### config.mk
export PLATFORM = sky130hd
export DESIGN_NAME = f_fetch
export DESIGN_NICKNAME = d
export VERILOG_FILES = /design/src/rtl/f_fetch_pkg.sv /design/src/rtl/f_npc.sv /design/src/rtl/f_fetch.sv
export SDC_FILE = /design/constraint.sdc
export NUM_CORES = 1
export LEC_CHECK = 0
export BUFFER_PORTS_ARGS = -buffer_cell sky130_fd_sc_hd__buf_2
export CAP_MARGIN = 20
export CORE_ASPECT_RATIO = 1.1
export CORE_MARGIN = 2
export CORE_UTILIZATION = 55
export DETAILED_ROUTE_END_ITERATION = 8
export GPL_ROUTABILITY_DRIVEN = 1
export GPL_TIMING_DRIVEN = 0
export PLACE_DENSITY = 0.94
export SYNTH_ARGS = -nofsm -noshare
export SYNTH_HDL_FRONTEND = slang
export SYNTH_SLANG_ARGS = --single-unit
### constraint.sdc
create_clock -name clk -period 5.02 [get_ports clk]
set_clock_uncertainty 0.2 [all_clocks]
set_input_delay 0.502 -clock clk [delete_from_list [all_inputs] [get_ports clk]]
set_output_delay 0.502 -clock clk [all_outputs]
set_load 0.02 [all_outputs]
### src/rtl/f_fetch_pkg.sv
// Shared definitions for the fetch stage: next-PC select encodings, the reset PC and the
// branch-target helper.
package f_fetch_pkg;

   localparam logic [31:0] PC_RESET_VAL = 32'h0000_3000;

   typedef enum logic [2:0] {
      NpcOpPc4    = 3'd0,
      NpcOpBranch = 3'd1,
      NpcOpJ      = 3'd2,
      NpcOpJr     = 3'd3
   } npc_op_e;

   // Target of a branch sitting in decode; the offset counts words relative to its delay slot.
   function automatic logic [31:0] branch_target(input logic [31:0] d_pc,
                                                 input logic [15:0] off);
      return d_pc + 32'd4 + {{14{off[15]}}, off, 2'b00};
   endfunction

endpackage

### src/rtl/f_npc.sv
// Combinational next-PC select. Control comes from the decode stage, so branch and jump
// targets are relative to D_pc while sequential fetch advances from F_pc.
module f_npc
   import f_fetch_pkg::*;
(
   input  logic [31:0] F_pc,
   input  logic [31:0] D_pc,
   input  logic [25:0] imm26,
   input  logic [31:0] rsData,
   input  logic [2:0]  npcOp,
   input  logic        branch,
   output logic [31:0] npc
);

   logic [31:0] pc_plus4;
   npc_op_e     op;

   assign pc_plus4 = F_pc + 32'd4;
   assign op       = npc_op_e'(npcOp);

   always_comb begin
      npc = pc_plus4;
      case (op)
         NpcOpBranch: npc = branch ? branch_target(D_pc, imm26[15:0]) : pc_plus4;
         NpcOpJ:      npc = {D_pc[31:28], imm26, 2'b00};
         // jr and jalr both take the forwarded rs value unaligned.
         NpcOpJr:     npc = rsData;
         default:     npc = pc_plus4;
      endcase
   end

endmodule

### src/rtl/f_fetch.sv
// Fetch stage: program counter plus the IF/ID pipeline register. Branches and jumps have a
// single delay slot, so the IF/ID register is never flushed.
module f_fetch
   import f_fetch_pkg::*;
#(
   parameter logic [31:0] PC_RESET = PC_RESET_VAL
) (
   input  logic        clk,
   input  logic        reset,
   input  logic        stall,
   input  logic [2:0]  npcOp,
   input  logic        branch,
   input  logic [25:0] imm26,
   input  logic [31:0] rsData,
   input  logic [31:0] F_instr,
   output logic [31:0] F_pc,
   output logic [31:0] D_pc,
   output logic [31:0] D_instr,
   output logic [31:0] D_pc8
);

   logic [31:0] pc_q, pc_d;
   logic [31:0] d_pc_q, d_pc_d;
   logic [31:0] d_instr_q, d_instr_d;
   logic [31:0] npc;

   f_npc u_npc (
      .F_pc   (pc_q),
      .D_pc   (d_pc_q),
      .imm26  (imm26),
      .rsData (rsData),
      .npcOp  (npcOp),
      .branch (branch),
      .npc    (npc)
   );

   // A stall holds D, so a pending branch is simply re-evaluated once the stall clears.
   always_comb begin
      pc_d      = pc_q;
      d_pc_d    = d_pc_q;
      d_instr_d = d_instr_q;
      if (!stall) begin
         pc_d      = npc;
         d_pc_d    = pc_q;
         d_instr_d = F_instr;
      end
   end

   always_ff @(posedge clk) begin
      if (reset) begin
         pc_q      <= PC_RESET;
         d_pc_q    <= 32'd0;
         d_instr_q <= 32'd0;
      end else begin
         pc_q      <= pc_d;
         d_pc_q    <= d_pc_d;
         d_instr_q <= d_instr_d;
      end
   end

   assign F_pc    = pc_q;
   assign D_pc    = d_pc_q;
   assign D_instr = d_instr_q;
   assign D_pc8   = d_pc_q + 32'd8;

endmodule

==> flow_summary.ini <==
[synthesis]
yosys-top-cells-area = dfxtp_1 27%, ha_1 10%, mux2i_1 9.5%
synth_area_leader_cell = dfxtp_1
async_reset_ff_share_pct = 0
synth_warnings = 0
syn-num-nets = 1023
yosysSeqAreaShare_pct = 27.21
yosysMostFrequentCell = nor2_1
netlist_instances = 866
ys_seq_elements = 96
yosys.area.top_type_share_pct = 27.21
syn-cell-area_um2 = 7063
netlist_top_cells_count = 126 x nor2_1, 96 x dfxtp_1, 67 x mux2i_1
synth_edf_count = 0
synthFlopType = dfxtp_1
synth.avg_cell_area_um2 = 8.156
yosysUniqueCellTypes = 75

[clock_network]
clk_latency_ns = 0.36
cts_made_buffers = 9
cts_resized = 0
cts_sinks = 96
cts_tree = built
htreeDepth = 3
cts_hold_buf = 0
cts-root-buf = clkbuf_16
post_cts_buffers = 0
cts_buffer_depth = 2
clkTransAtPathRegs_ns = 0.08

[critical_path]
endpoint = D_pc8[31]
worstPathRequired_ns = 4.32
startpoint_type = flip-flop
r2r_cells = 10
critical_path_class = reg2out
ff2ff_setup_slack_ns = 1.47
timing.rr.end = F_pc[27]
crit_start = D_pc[5]
cpMaxStageDelayCell = dfxtp_1
crit_chain = and2_1 > and4_1 > nand2_1 > or2_1 > clkbuf_1 > nor2_1 > nand2_1 > nor3_1 > xor2_1 > buf_2
cpPeakStageDelay_ns = 0.46
path_delay_family = simple AND/OR/NAND/NOR gates
endpoint_kind = output pin
crit_arrival_ns = 2.92
cp.buffers_inverters = 2
rr_startpoint = D_pc[11]
cp.depth = 10
critPathMostFrequentCell = nand2_1
worstPathMaxFanout = 6

[drt]
drt-met1-wl_mm = 9.154
num_vias = 7730
ant_nets = 0
drtIter0Drc = 881
wire_per_inst_um = 18.83
drtPass1Iterations = 6
drc = 0
dr.max_layer_used = met4
avgViaCountPerCell = 6.130
wl_met2_mm = 10.95
wirelength_mm = 23.74
route.met3.wl_mm = 2.366

[power]
peakVddDrop_mv = 0.1672
power_density_nw_per_um2 = 248.1
leakagePower_nw = 4.174

[timing]
relSlewSlack_pct = 46.39
final_max_slew_viol_count = 0
hold_viol = 0
setup_violations = 0
min_period_over_period_pct = 72.21
worst_pin_slew_ns = 0.8012
rsz0062_at_grt = no
fin_crit_ns = 3.625
max_freq_mhz = 275.8
tns_ns = 0

[floorplanning]
row_count = 43
io-pin-count = 225
core_area_um2 = 12590
die-area_um2 = 13770
fp.dieW_um = 112.1
start_util_pct = 56.10
fp.dieH_um = 122.9

[global_route]
grt_max_degree = 19
antenna_found_initial = 0
grt_pass1_vias = 7336
gr-usage-all-layers_pct = 33.50
grt_pass1_wl_mm = 36.65
grt_overflow_total = 0

[worst_hold_path]
min_path_type = in2reg

[layout]
layout-drive-gt1-share_pct = 24.55
multiInputGateArea_um2 = 4793
nets = 1256
fillerInstances = 1041
fin_cells = 1261
n_antenna_cell = 0
area_growth_pct = 22.71
fin_area_um2 = 8667
register_area_um2 = 1922

[place]
dp_hpwl_mm = 17.81
postPlaceCellArea_um2 = 8371
port_buffers = 222
placedCellCount = 1245
place_congestion = 0.9725

[run]
maxCapViolations = 0

[run_status]
outcome = finished, final reports clean
==> cell type report <==
class / instances / share of cell area [%]
timing repair buffer: 222 / 12.82
clock inverter: 6 / 0.6641
buffer: 47 / 2.887
inverter: 26 / 1.126
sequential: 96 / 22.17
multi-input combinational: 697 / 55.31
clock buffer: 10 / 2.757
tap: 157 / 2.266
==> logic make-up (layout without fill, tap and decap cells) <==
family	count (synthesis)	in the layout	synth area share (%)
fa+ha+maj	60	60	10.74
flops	96	96	27.21
mux	68	68	9.655
simple gates	283	283	18.96
xor+xnor	65	65	8.060
compound gates	221	221	20.46
buf+inv	73	311	4.925
==> stage by stage <==
step	util (%)	power, mW	hold WS, ns	worst slack (ns)
floorplan	-	1.242	0.3776	1.920
global placement	66.49	1.416	0.2703	1.370
detailed placement	66.49	1.435	0.2816	1.346
CTS	68.84	2.131	0.1710	1.388
global route	68.84	2.230	0.1784	1.225
finish	68.84	2.150	0.1741	1.395
==> how the worst min path moves through the flow <==
| stage | start | to | slack [ns] | cells past startpoint |
|---|---|---|---|---|
| 5_1_grt | F_instr[17] | D_instr[17] | 0.18 | 3 |
| 3_5_place_dp | D_instr[16] | D_instr[16] | 0.28 | 2 |
| 2_1_floorplan | F_pc[4] | F_pc[4] | 0.38 | 2 |
| 6_report | F_instr[4] | D_instr[4] | 0.17 | 3 |
| 4_1_cts | F_instr[4] | D_instr[4] | 0.17 | 3 |
| 3_3_place_gp | D_instr[3] | D_instr[3] | 0.27 | 2 |
==> layout by cell type, fill, tap and decap left out, drive strengths merged, types with 4 or more instances in the layout <==
cell	netlist	routed
a21o	11	11
a211oi	10	10
mux2i	67	67
buf	14	236
nand3	31	31
dfxtp	96	96
a31oi	9	9
or2	4	4
nor3b	6	6
xor2	18	18
and2	6	6
nand2b	4	4
nand4	13	13
a21oi	56	56
a221oi	24	24
a22oi	11	11
nor3	16	16
and4	7	7
o21ai	60	60
o21a	11	11
clkbuf	33	43
nor2	126	126
inv	25	29
o21bai	5	5
ha	59	59
and3	13	13
xnor2	47	47
nand2	50	50
==> state kept, by name (all words and copies together) (netlist names) <==
name and count:
D_instr 32, F_pc 32, D_pc 32
==> report_power, final <==
| part | switching [mW] | internal (mW) | total [mW] |
|---|---|---|---|
| combinational | 0.344 | 0.226 | 0.571 |
| sequential | 0.0607 | 0.806 | 0.866 |
| clock | 0.350 | 0.363 | 0.713 |
| total | 0.755 | 1.40 | 2.15 |
==> tightest hold or removal path, stage by stage <==
cell and delay [ns]:
buf_2 0.07, mux2i_1 0.05, nor2_1 0.07
==> metal layers <==
| layer | up-vias | GRT usage, % |
|---|---|---|
| li1 | 3604 | - |
| met1 | 3538 | 41.23 |
| met2 | 482 | 55.80 |
| met3 | 106 | 6.420 |
| met4 | 0 | 18.06 |
| met5 | - | 0 |
No activity file was read; power rests on OpenSTA's default activity.
